File: src/rtl/sb_rx_txn_ctrl.sv
// Sideband receive transaction controller: symbol deserializer, DLE-framed byte FSM
// and CRC-16 checker sequencing.
module sb_rx_txn_ctrl #(
    parameter int DATA_W    = 8,
    parameter int MAX_BYTES = 64
) (
    input  logic              clk,
    input  logic              reset,
    input  logic              rx_bit,
    input  logic              bit_valid,
    output logic              crc_init,
    output logic              crc_shift,
    output logic              crc_data,
    input  logic              crc_zero,
    output logic [DATA_W-1:0] byte_out,
    output logic              byte_valid,
    output logic              txn_start,
    output logic              txn_done,
    output logic              txn_crc_ok,
    output logic              txn_err,
    output logic [1:0]        err_code
);

    localparam logic [DATA_W-1:0] DLE = DATA_W'(8'hFE);
    localparam logic [DATA_W-1:0] STX = DATA_W'(8'h05);
    localparam logic [DATA_W-1:0] ETX = DATA_W'(8'h40);
    localparam logic [3:0]        STOP_CNT = 4'(DATA_W + 1);
    localparam logic [6:0]        LEN_MAX  = 7'(MAX_BYTES);

    typedef enum logic [1:0] {HUNT, GOT_DLE, PAYLOAD, PAY_DLE} state_t;

    state_t            state, state_nxt;
    logic [3:0]        sym_cnt;
    logic [DATA_W-1:0] sym_sr;
    logic [6:0]        len;
    logic              feed_act;
    logic [2:0]        feed_cnt;
    logic [DATA_W-1:0] feed_sr;

    logic              evt_vld_p0;
    logic [DATA_W-1:0] evt_byte_p0;
    logic              evt_ok_p0;
    logic              start_nxt, commit_nxt, done_nxt, err_nxt;
    logic [1:0]        code_nxt;

    // Stage p0: line bits into symbols; byte event on the stop-bit strobe
    always_ff @(posedge clk or negedge reset) begin
        if (!reset) begin
            sym_cnt <= 4'd0;
        end else if (bit_valid) begin
            if (sym_cnt == 4'd0) begin
                if (!rx_bit) sym_cnt <= 4'd1;
            end else if (sym_cnt == STOP_CNT) begin
                sym_cnt <= 4'd0;
            end else begin
                sym_cnt <= sym_cnt + 4'd1;
            end
        end
    end

    always_ff @(posedge clk) begin
        if (bit_valid && sym_cnt != 4'd0 && sym_cnt != STOP_CNT)
            sym_sr <= {rx_bit, sym_sr[DATA_W-1:1]};
    end

    assign evt_vld_p0  = bit_valid && (sym_cnt == STOP_CNT);
    assign evt_byte_p0 = sym_sr;
    assign evt_ok_p0   = rx_bit;

    always_ff @(posedge clk or negedge reset) begin
        if (!reset) state <= HUNT;
        else        state <= state_nxt;
    end

    always_comb begin
        state_nxt = state;
        if (evt_vld_p0) begin
            case (state)
                HUNT:    if (evt_ok_p0 && evt_byte_p0 == DLE) state_nxt = GOT_DLE;
                GOT_DLE: begin
                    if (!evt_ok_p0)                state_nxt = HUNT;
                    else if (evt_byte_p0 == STX)   state_nxt = PAYLOAD;
                    else if (evt_byte_p0 != DLE)   state_nxt = HUNT;
                end
                PAYLOAD: begin
                    if (err_nxt)                   state_nxt = HUNT;
                    else if (evt_byte_p0 == DLE)   state_nxt = PAY_DLE;
                end
                PAY_DLE: state_nxt = (err_nxt || done_nxt) ? HUNT : PAYLOAD;
                default: state_nxt = HUNT;
            endcase
        end
    end

    // A commit at len == MAX_BYTES would overflow, so it aborts instead of outputting
    always_comb begin
        start_nxt  = 1'b0;
        commit_nxt = 1'b0;
        done_nxt   = 1'b0;
        err_nxt    = 1'b0;
        code_nxt   = 2'd0;
        if (evt_vld_p0) begin
            case (state)
                GOT_DLE: start_nxt = evt_ok_p0 && (evt_byte_p0 == STX);
                PAYLOAD: begin
                    if (!evt_ok_p0) begin
                        err_nxt = 1'b1; code_nxt = 2'd1;
                    end else if (evt_byte_p0 != DLE) begin
                        if (len == LEN_MAX) begin err_nxt = 1'b1; code_nxt = 2'd3; end
                        else                commit_nxt = 1'b1;
                    end
                end
                PAY_DLE: begin
                    if (!evt_ok_p0) begin
                        err_nxt = 1'b1; code_nxt = 2'd1;
                    end else if (evt_byte_p0 == DLE) begin
                        if (len == LEN_MAX) begin err_nxt = 1'b1; code_nxt = 2'd3; end
                        else                commit_nxt = 1'b1;
                    end else if (evt_byte_p0 == ETX) begin
                        if (len < 7'd3) begin err_nxt = 1'b1; code_nxt = 2'd0; end
                        else            done_nxt = 1'b1;
                    end else begin
                        err_nxt = 1'b1; code_nxt = 2'd2;
                    end
                end
                default: ;
            endcase
        end
    end

    // Stage p1: registered one-cycle pulses and transaction bookkeeping
    always_ff @(posedge clk or negedge reset) begin
        if (!reset) begin
            byte_valid <= 1'b0;
            byte_out   <= '0;
            txn_start  <= 1'b0;
            crc_init   <= 1'b0;
            txn_done   <= 1'b0;
            txn_crc_ok <= 1'b0;
            txn_err    <= 1'b0;
            err_code   <= 2'd0;
            len        <= 7'd0;
        end else begin
            byte_valid <= commit_nxt;
            txn_start  <= start_nxt;
            crc_init   <= start_nxt;
            txn_done   <= done_nxt;
            txn_crc_ok <= done_nxt & crc_zero;
            txn_err    <= err_nxt;
            if (commit_nxt) byte_out <= evt_byte_p0;
            if (err_nxt)    err_code <= code_nxt;
            if (start_nxt)       len <= 7'd0;
            else if (commit_nxt) len <= len + 7'd1;
        end
    end

    always_ff @(posedge clk or negedge reset) begin
        if (!reset) begin
            feed_act <= 1'b0;
            feed_cnt <= 3'd0;
        end else if (err_nxt) begin
            feed_act <= 1'b0;
            feed_cnt <= 3'd0;
        end else if (commit_nxt) begin
            feed_act <= 1'b1;
            feed_cnt <= 3'd0;
        end else if (feed_act) begin
            feed_cnt <= feed_cnt + 3'd1;
            if (feed_cnt == 3'd7) feed_act <= 1'b0;
        end
    end

    always_ff @(posedge clk) begin
        if (commit_nxt)    feed_sr <= evt_byte_p0;
        else if (feed_act) feed_sr <= feed_sr >> 1;
    end

    assign crc_shift = feed_act;
    assign crc_data  = feed_act & feed_sr[0];

endmodule

File: config.mk
export PLATFORM = sky130hd
export DESIGN_NAME = sb_rx_txn_ctrl
export DESIGN_NICKNAME = d
export VERILOG_FILES = /design/src/rtl/sb_rx_txn_ctrl.sv
export SDC_FILE = /design/constraint.sdc
export NUM_CORES = 1
export LEC_CHECK = 0
export ABC_AREA = 1
export CAP_MARGIN = 20
export CORE_MARGIN = 1
export CORE_UTILIZATION = 38
export CTS_CLUSTER_DIAMETER = 30
export DETAILED_ROUTE_END_ITERATION = 10
export GPL_ROUTABILITY_DRIVEN = 0
export GPL_TIMING_DRIVEN = 0
export RECOVER_POWER = 25
export SETUP_SLACK_MARGIN = 0.5
export SKIP_LAST_GASP = 1
export SLEW_MARGIN = 15
export SYNTH_ARGS = -nofsm -noshare
export SYNTH_HDL_FRONTEND = slang
export SYNTH_SLANG_ARGS = --single-unit
File: constraint.sdc
create_clock -name clk -period 5.47 [get_ports clk]
set_input_delay 1.094 -clock clk [delete_from_list [all_inputs] [get_ports clk]]
set_output_delay 1.094 -clock clk [all_outputs]
set_load 0.1 [all_outputs]
; After elaboration in Yosys (flattened, before gate mapping)
; Cells that the tools add are included.
[word_totals]
reg_bits = 48
input_bits = 5
elab_cells = 103
[op_classes]
addsub = 3
magnitude_cmp = 1
eq_ne = 15
n_mux = 54
bitwise_logic = 2
n_reduce_logical = 14
[op_table]
columns = op, count
row1 = $mux W2, 14
row2 = $mux W1, 26
row3 = $mux W8, 2
row4 = $mux W7, 2
row5 = $mux W4, 3
row6 = $mux W3, 3
row7 = $eq A8 B3 Y1 const B, 1
row8 = $eq A8 B7 Y1 const B, 1
row9 = $eq A8 B8 Y1 const B, 1
row10 = $ne A4 B4 Y1 const B, 2
row11 = $ne A8 B8 Y1 const B, 1
row12 = $pmux W2 S4, 1
row13 = $add A7 B1 Y7 const B, 1
row14 = $eq A7 B7 Y1 const B, 1
row15 = $lt A7 B2 Y1 const B, 1
row16 = $logic_and A1 B1 Y1, 5
row17 = $add A4 B1 Y4 const B, 1
row18 = $eq A2 B2 Y1 const B, 2
row19 = $eq A4 B4 Y1 const B, 1
row20 = $logic_not A4 Y1, 1
row21 = $ne A2 B2 Y1 const B, 2
row22 = $pmux W1 S2, 2
row23 = $pmux W2 S2, 1
row24 = $reduce_and A4 Y1, 1
row25 = 11 further kinds, 13

; Longest topological paths before layout
; Gate-level depths: netlist (run 1).
[depth]
word_depth = 10
depth_mapped = 13

; Least setup slack after synthesis (run 1)
; No wires, ideal clock.
[synth_path]
path_kind = register to output
from = register feed_act, in the netlist crc_shift
to = output crc_data
arrival_ns = 1.728
required_ns = 4.376
setup_slack_ns = 2.648
stages_incl_launch_ff = 3
path_buffers = 0
path_cell_list = dfrtp_1 -> nand2_1 -> inv_1
[synth_via]
elab_chain_cells = 1
[synth_rtl]
columns = element, line_no
row1 = from (decl), 36  ; logic feed_act;
row2 = from (signal assigned), 159  ; feed_act <= 1'b0;
row3 = from (signal assigned), 162  ; feed_act <= 1'b0;
row4 = from (signal assigned), 165  ; feed_act <= 1'b1;
row5 = $and A1 B1 Y1, 179  ; assign crc_data = feed_act & feed_sr[0];
row6 = to (decl), 13  ; output logic crc_data,
; No other way between the ends.

; Final worst setup path (run 1)
; Ends and elaborated chain as after synthesis.

==> metrics.txt, run 1 <==
worst vdd ir about 0.00012 V; global-route wire length before repair 7490 um; most common cell after layout, fill and taps aside nand2_1; H-tree levels 2; setup TNS 0 ns; Top FF cell, synth dfrtp_1; initial antenna violation count 0; Layout Nets between 300 and 400; Die ar. 0.00645 sq mm; Max Clock Skew 0.00980 ns; I/O Buffers 22; Seq/Total Area, Yosys 0.550; Final setup viols 0; Clock Latency Late Sink 0.30 ns; # fillers between 500 and 600; area delta synth->final 18.0%; max_slew headroom -0.180; largest net degree at the start of global routing 33; DPL Wire Length approximately 3100 um; Max stage delay on crit path 1.11 ns; Critical Path, Cell by Cell nand2_1, inv_1, clkdlybuf4s50_1; gr ovfl total 0; switch share 0.278; clock root cell clkbuf_8; Resize count post-CTS 0; Async SR Flop Fraction 0.667; Pre-Repair DR Iteration Count 7; fin. max-slew vios 33; post-route clock period utilization 0.575; CP max-delay cell clkdlybuf4s50_1; critical path launch point type register; CTS Sinks 48; Residual DRC 1; initial detailed-routing violation count 83; Critical Path Sink Type output pin; min Tclk post-route 3.14 ns; Core Footprint between 0.005 and 0.006 sq mm; unrepaired setup endpoints after global routing false; total number of yosys warnings 0; Final Hold Fails 0; routed via count 1,742; Cell Area, Synth around 0.0023 sq mm; CTS tree built; fraction of layout cells with a size suffix above 1 0.0785; Die X 80.3 um; register bit total from synthesis 48; Place WS 2.37 ns; clock share of power 0.317; via-per-instance ratio around 4.7; vias in the first global route 1,737; Comb pwr share 0.136; slack of the critical path 2.33 ns; Critical Path AT 2.05 ns; internal power 0.587 mW; maximum fanout along the worst path 7; WL per Instance roughly 12 um; max_cap viols 1; Syn Nets 275; Num CTS Buffers 5; I/O pins 23; CTS max path bufs 2; Final ANT Viol Nets 0; Hold Buf Count CTS 0; Mapped Cells roughly 260; Power, Total 0.813 mW; site row count 28; EDFF count, synth 16; average size of a mapped cell 8.86 sq um; Fmax 318 MHz; Initial Utilization 0.394; synth unique cells 32; Antenna diodes 0; CP required 4.38 ns; Worst Hold Class register to register; pwr/cell area a little under 300 mW/mm^2; Global Route Usage Sum 0.151; Die Y ~80 um; final core occ 0.464; critical setup path kind register to output pin; Post-CTS Setup Inserts 0; total wire length 4250 um; Net Sw Power around 0.23 mW; status finished with violations; Worst Tran Pin Value 1.77 ns; Lkg Pwr around 1.4 nW; failing checks design-rule violations, max-capacitance violations, max-slew violations; clock slew at reported path FFs 0.09 ns; commonest non-fill, non-tap cells in the layout nand2_1 (87), dfrtp_1 (32), inv_1 (30), nor2_1 (22), clkdlybuf4s50_1 (21); Flop pwr share 0.546
power groups by stage:
stage,Combinational (mW),Sequential [mW],Clock [mW]
final,0.111,0.444,0.258
after detailed placement,0.114,0.451,0
after global placement,0.109,0.451,0
after floorplan,0.0851,0.447,0
after CTS,0.114,0.444,0.264
after global routing,0.126,0.453,0.277
final timing paths:
path	startpoint	endpoint	slack, ns	cells past startpoint
max in group asynchronous	reset	state[1]$_DFFE_PN0P_	3.19	1
setup reg to reg	sym_cnt[1]$_DFFE_PN0P_	feed_sr[7]$_SDFFCE_PN0P_	3.38	11
hold reg to reg	byte_out[3]$_DFFE_PN0P_	byte_out[3]$_DFFE_PN0P_	0.48	2
min in group asynchronous	reset	txn_crc_ok$_DFF_PN0_	1.25	1
hold / removal	byte_out[3]$_DFFE_PN0P_	byte_out[3]$_DFFE_PN0P_	0.48	2
setup / recovery	crc_shift$_DFF_PN0_	crc_data	2.33	3
per-layer routing:
metal | track usage | routed length, um | up-vias
met5 | 0 | 0 | -
met4 | 0.0518 | 61 | 0
met3 | 0.0307 | 109 | 5
met2 | 0.264 | 2030 | 24
met1 | 0.184 | 2050 | 820
li1 | - | - | 893
state kept, by name, summed over array words and instances, names as in the netlist, 2 cells and up:
name,count
sym_cnt,4
feed_sr,8
byte_out,8
err_code,2
feed_cnt,3
len,7
state,2
evt_byte_p0,8
cells in the mapped netlist, types with 2 or more instances:
| cell type | instances | area (sq um) |
|---|---|---|
| xnor2_1 | 2 | 17.5 |
| inv_1 | 30 | 113 |
| dfrtp_1 | 32 | 801 |
| nor2_2 | 2 | 12.5 |
| edfxtp_1 | 16 | 480 |
| nand3_1 | 19 | 95.1 |
| nand4_1 | 4 | 25.0 |
| inv_2 | 3 | 11.3 |
| nand2_2 | 2 | 12.5 |
| ha_1 | 7 | 87.6 |
| xor2_1 | 4 | 35.0 |
| nand2_1 | 87 | 327 |
| nor3_1 | 2 | 10.0 |
| a21oi_1 | 7 | 35.0 |
| o21ai_0 | 6 | 30.0 |
| o22ai_1 | 2 | 12.5 |
| nor2_1 | 22 | 82.6 |
| buf_2 | 2 | 10.0 |
logic make-up (layout without fill, tap and decap cells):
family                   after synthesis  in the layout  share of synthesized area
AND/OR/NAND/NOR                      145            145                      0.277
flip-flops                            48             48                      0.550
buffers and inverters                 38             68                     0.0671
AO/OA/AOI/OAI                         19             19                     0.0462
adder cells (fa/ha/maj)                7              7                     0.0376
XOR/XNOR                               6              6                     0.0225
stage by stage:
step / area (sq um) / instances / hold WS (ns)
after floorplan: 2330 / 263 / 0.474
after global placement: 2650 / 360 / 0.454
after detailed placement: 2640 / 360 / 0.458
after CTS: 2750 / 368 / 0.482
after global routing: 2750 / 368 / 0.507
final: 2750 / 368 / 0.475
worst max-delay path: cells and delay by family, from the launching register on:
kind	cells	cell delay (ns)
flops	1	0.50
buf+inv	2	1.17
simple gates	1	0.08
layout make-up:
cell class / count / area (sq um) / area share
plain buffers: 4 / 28.8 / 0.0105
clock inverters: 3 / 42.5 / 0.0155
inverters: 34 / 128 / 0.0464
repair buffers: 22 / 214 / 0.0778
well taps: 75 / 93.8 / 0.0341
flip-flops and latches: 48 / 1280 / 0.466
clock buffers: 5 / 68.8 / 0.0250
multi-input cells: 177 / 893 / 0.325
Power figures use the tool's default switching activity.
==> run 2, diff against run 1 <==
==> constraint.sdc (replaced) <==
create_clock -name clk -period 2.9 [get_ports clk]
set_input_delay 0.58 -clock clk [delete_from_list [all_inputs] [get_ports clk]]
set_output_delay 0.58 -clock clk [all_outputs]
set_load 0.1 [all_outputs]
==> metrics.txt, run 2 (synthesis gave the netlist of run 1 again) <==
status finished with violations; failing checks design-rule violations, max-capacitance violations, max-slew violations; design area 0.00277 sq mm (+0.77%); CTS Sinks 48 (unchanged); Final Hold Fails 0 (unchanged); Die Y 80.3 um (unchanged); critical path launch point type register; Top delay family on crit path buffers and inverters; I/O pins 23 (unchanged); Place WS 0.316 ns (-2.06 ns); Pre-Repair DR Iteration Count 7 (unchanged); fin cells 368 (unchanged); CTS tree built; largest net degree at the start of global routing 33 (unchanged); I/O Buffers 22 (unchanged); post-placement cell area 0.00264 sq mm (unchanged); Initial Utilization 0.394 (unchanged); Antenna diodes 0 (unchanged); r2r startpoint sym_cnt[1]$_DFFE_PN0P_; via-per-instance ratio 4.74 (about the same); Layout Nets 304 (unchanged); Fmax 426 MHz; slack of the critical path 0.555 ns (-1.77 ns); Die ar. 0.00645 sq mm (unchanged); unrepaired setup endpoints after global routing true; initial detailed-routing violation count 76 (-8.4%); Global Route Usage Sum 0.151 (-0.000243); critical setup path kind register to output pin; H-tree levels 2 (unchanged); setup TNS 0 ns (unchanged); clock slew at reported path FFs 0.09 ns (about the same); Num CTS Buffers 5 (unchanged); Max stage delay on crit path 1.12 ns (about the same); Post-CTS Setup Inserts 0 (unchanged); Critical Path Sink Type output pin; Clock Latency Late Sink 0.30 ns (about the same); Core Footprint 0.00592 sq mm (unchanged); Max Clock Skew 0.00967 ns (-0.000133 ns); Critical Path AT 1.77 ns (-0.28 ns); worst vdd ir 0.000228 V (+89%); site row count 28 (unchanged); Cells after DPL 360 (unchanged); gr ovfl total 0 (unchanged); Buf/Inv on CP 1 (-1); Hold Path Origin byte_out[3]$_DFFE_PN0P_; Lkg Pwr 1.56 nW (+14%); CTS max path bufs 2 (unchanged); maximum fanout along the worst path 1 (-6); DPL Wire Length 3140 um (unchanged); max_cap viols 1 (unchanged); min Tclk post-route ~2.3 ns; clock root cell clkbuf_8; Worst Hold Class register to register; commonest non-fill, non-tap cells in the layout nand2_1 (87), dfrtp_1 (32), inv_1 (30), nor2_1 (22), nand3_1 (19); vias in the first global route 1,733 (-0.23%); routed via count 1,743 (+0.057%); fin. max-slew vios 33 (unchanged); fraction of layout cells with a size suffix above 1 0.0785 (unchanged); Final ANT Viol Nets 0 (unchanged); area delta synth->final 18.9%; total wire length 4280 um (+0.68%); final core occ 0.468 (+0.00359); Worst setup startpoint txn_done$_DFF_PN0_; Residual DRC 1 (unchanged); pwr/cell area 553 mW/mm^2 (+87%); post-route clock period utilization 0.809; Die X 80.3 um (unchanged); WL per Instance 11.6 um (+0.68%); global-route wire length before repair 7480 um (-0.19%); CP required 2.32 ns (-2.06 ns); Worst Tran Pin Value 1.78 ns (+0.00583 ns); Final setup viols 0 (unchanged); most common cell after layout, fill and taps aside nand2_1; max_slew headroom -0.183 (-0.00389); CP max-delay cell clkdlybuf4s50_1; initial antenna violation count 0 (unchanged); Critical Path, Cell by Cell clkdlybuf4s50_1
run 2: changes by cell type in the layout (fill, tap and decap cells not counted):
cell,change
dlymetal6s2s_1,+10
dlygate4sd2_1,+3
clkdlybuf4s50_1,-14
clkdlybuf4s15_1,+1
run 2: metrics by stage:
step	power (mW)	hold slack (ns)
global route	1.62	0.502
global placement	1.06	0.454
floorplan	1.00	0.284
finish	1.53	0.473
detailed placement	1.07	0.458
CTS	1.55	0.360
run 2: timing repair:
| item | 4_1_cts | 5_1_grt |
|---|---|---|
| gates resized for setup | 4 | 11 |
| hold buffers | 0 | 0 |
| setup endpoints to repair | 4 | 11 |
run 2: cell type report:
| type | instances | area, sq um |
|---|---|---|
| plain buffers | 4 | 28.8 |
| clock buffers | 5 | 68.8 |
| clock inverters | 3 | 42.5 |
| fillers | 581 | 3150 |
| inverters | 34 | 128 |
| multi-input cells | 177 | 893 |
| flip-flops and latches | 48 | 1280 |
| well taps | 75 | 93.8 |
| repair buffers | 22 | 235 |
run 2: worst reg2reg max path: stages (launching register included):
cell and delay, ns:
dfrtp_1 0.40, inv_1 0.09, ha_1 0.19, nand3_4 0.12
nor2_8 0.15, nand2_2 0.07, clkinv_1 0.06, o21ai_2 0.06
nor2_4 0.13, buf_6 0.16, nor2_2 0.06, inv_1 0.27
run 2: per-layer routing:
layer / track usage / routed length (um) / up-vias
li1: - / - / 893
met3: 0.0307 / 95 / 5
met4: 0.0518 / 62 / 0
met2: 0.264 / 2040 / 19
met1: 0.183 / 2080 / 826
met5: 0 / 0 / -
run 2: power breakdown:
part           internal (mW)  leakage (nW)  switching [mW]
combinational         0.0758         0.974           0.133
sequential             0.775         0.534          0.0627
clock                  0.256        0.0558           0.230
total                   1.11          1.56           0.426
run 2: worst paths after layout:
check / end / slack [ns] / cells past startpoint
setup reg to reg: feed_sr[7]$_SDFFCE_PN0P_ / 0.81 / 11
max in group asynchronous: state[1]$_DFFE_PN0P_ / 1.13 / 1
min in group asynchronous: txn_crc_ok$_DFF_PN0_ / 0.73 / 1
setup / recovery: txn_done / 0.55 / 1
hold reg to reg: byte_out[3]$_DFFE_PN0P_ / 0.47 / 2
hold / removal: byte_out[3]$_DFFE_PN0P_ / 0.47 / 2
==> run 3, diff against run 2 <==
==> constraint.sdc (replaced) <==
create_clock -name clk -period 2.1 [get_ports clk]
set_input_delay 0.42 -clock clk [delete_from_list [all_inputs] [get_ports clk]]
set_output_delay 0.42 -clock clk [all_outputs]
set_load 0.1 [all_outputs]
==> metrics.txt, run 3 (synthesis gave the netlist of run 1 again) <==
status finished with violations; failing checks design-rule violations; fraction of layout cells with a size suffix above 1 0.377 (+0.298); Lkg Pwr 1.56 nW (-0.47%); I/O Buffers 22 (unchanged); Residual DRC 2 (+1); Clock Latency Late Sink 0.31 ns (about the same); max_slew headroom 0.522 (+0.705); area taken by multi-input logic gates 0.00109 sq mm (+22%); Max stage delay on crit path 0.40 ns (-0.72 ns); global-route wire length before repair 7810 um (+4.4%); max_cap viols 0 (-1); Critical Path AT 1.76 ns (about the same); CTS tree built; vias in the first global route 1,768 (+2.0%); Die Y 80.3 um (unchanged); I/O pins 23 (unchanged); clock root cell clkbuf_8; Layout Nets 335 (+10%); slack of the critical path 0.395 ns (-0.160 ns); Pre-Repair DR Iteration Count 8 (+1); unrepaired setup endpoints after global routing true; setup TNS 0 ns (unchanged); site row count 28 (unchanged); CP max-delay cell dfrtp_1; WL per Instance 12.6 um (+8.7%); Place WS -0.0591 ns (-0.375 ns); H-tree levels 2 (unchanged); r2r startpoint len[0]$_DFFE_PN0P_; Critical Path, Cell by Cell inv_2, ha_4, nand2_2, nor2_4, nand3b_1, nor2_4, buf_6, nor2_4, clkinv_4; fin. max-slew vios 0 (-100%); Top delay family on crit path simple AND/OR/NAND/NOR gates; Antenna diodes 0 (unchanged); Die ar. 0.00645 sq mm (unchanged); Worst Tran Pin Value 0.717 ns (-1.06 ns); largest net degree at the start of global routing 33 (unchanged); min Tclk post-route 1.71 ns; CTS max path bufs 2 (unchanged); most frequent cell on the critical path nor2_4; Buf/Inv on CP 3 (+2); design area 0.00315 sq mm (+14%); area delta synth->final 35.2%; routed via count 1,920 (+10%); Critical Path Sink Type register; register area 0.00129 sq mm (+0.49%); CTS Sinks 48 (unchanged); initial antenna violation count 0 (unchanged); Global Route Usage Sum 0.160 (+0.00936); Final Hold Fails 0 (unchanged); Die X 80.3 um (unchanged); Num CTS Buffers 5 (unchanged); maximum fanout along the worst path 8 (+7); pwr/cell area 679 mW/mm^2 (+23%); worst vdd ir 0.000359 V (+57%); Max Clock Skew 0.0101 ns (+0.000458 ns); post-route clock period utilization 0.812; initial detailed-routing violation count 135 (+78%); clock slew at reported path FFs 0.09 ns (about the same); CP required 2.16 ns (-0.16 ns); gr ovfl total 0 (unchanged); most common cell after layout, fill and taps aside nand2_1; critical setup path kind register to register; post-placement cell area 0.00267 sq mm (+1.2%); Worst Hold Class input pin to asynchronous set/reset pin; commonest non-fill, non-tap cells in the layout nand2_1 (69), dfrtp_1 (27), buf_4 (25), inv_1 (23), buf_2 (17); Core Footprint 0.00592 sq mm (unchanged); critical path launch point type register; total wire length 5050 um (+18%); via-per-instance ratio 4.81 (+1.6%); Final ANT Viol Nets 0 (unchanged); Final setup viols 0 (unchanged); Initial Utilization 0.394 (unchanged); Fmax 586 MHz; Worst setup startpoint len[0]$_DFFE_PN0P_; # fillers 552 (-5.0%); DPL Wire Length 3150 um (+0.18%)
[run 3: cell types whose count changed in the layout (fill, tap and decap cells not counted), moves of 6 or more]
cell	before	now
nand2_2	2	15
nor2_1	22	16
buf_6	1	9
dlymetal6s2s_1	10	0
clkdlybuf4s50_1	7	1
o21ai_0	6	0
buf_4	1	25
inv_1	30	23
nand2_1	87	69
buf_2	2	17
[run 3: report_power, final]
| part | switching [mW] | internal (mW) |
|---|---|---|
| clock | 0.322 | 0.230 |
| sequential | 0.0898 | 1.07 |
| combinational | 0.241 | 0.186 |
[run 3: path summary, 6_finish.rpt]
| path | end | slack [ns] | depth (start not counted) |
|---|---|---|---|
| worst min-delay path | crc_shift$_DFF_PN0_ | 0.15 | 1 |
| max in group asynchronous | sym_cnt[0]$_DFFE_PN0P_ | 1.43 | 1 |
| min in group clk | byte_out[3]$_DFFE_PN0P_ | 0.47 | 2 |
| worst max register to register | feed_sr[7]$_SDFFCE_PN0P_ | 0.39 | 9 |
| worst max-delay path | feed_sr[7]$_SDFFCE_PN0P_ | 0.39 | 9 |
| worst min register to register | byte_out[3]$_DFFE_PN0P_ | 0.47 | 2 |
[run 3: routing by layer]
| metal | global-route usage | vias up | routed length [um] |
|---|---|---|---|
| met4 | 0.0589 | 0 | 64 |
| met3 | 0.0341 | 5 | 170 |
| met1 | 0.188 | 918 | 2210 |
| met2 | 0.285 | 36 | 2610 |
| li1 | - | 961 | - |
| met5 | 0 | - | 0 |
[run 3: area by class of cell]
class	count	share of cell area
plain buffers	4	0.0131
clock buffers	5	0.0218
clock inverters	3	0.00595
inverters	34	0.0460
multi-input cells	177	0.345
flip-flops and latches	48	0.408
well taps	75	0.0298
repair buffers	52	0.127
repair inverters	1	0.00238
[run 3: stage by stage]
stage / util / power, mW / hold slack (ns) / instances
finish: 0.532 / 2.14 / 0.154 / 399
global route: 0.532 / 2.27 / 0.226 / 399
CTS: 0.473 / 2.09 / 0.191 / 382
detailed placement: 0.451 / 1.50 / 0.459 / 360
global placement: 0.452 / 1.48 / 0.454 / 360
floorplan: - / 1.40 / 0.124 / 263
[run 3: what timing repair did]
item | 4_1_cts | 5_1_grt
buffers inserted | 14 | 15
endpoints found under the setup margin | 63 | 54
gates resized for setup | 99 | 70
cloned | 0 | 2
pin swaps | 4 | 7
hold buffers | 0 | 0
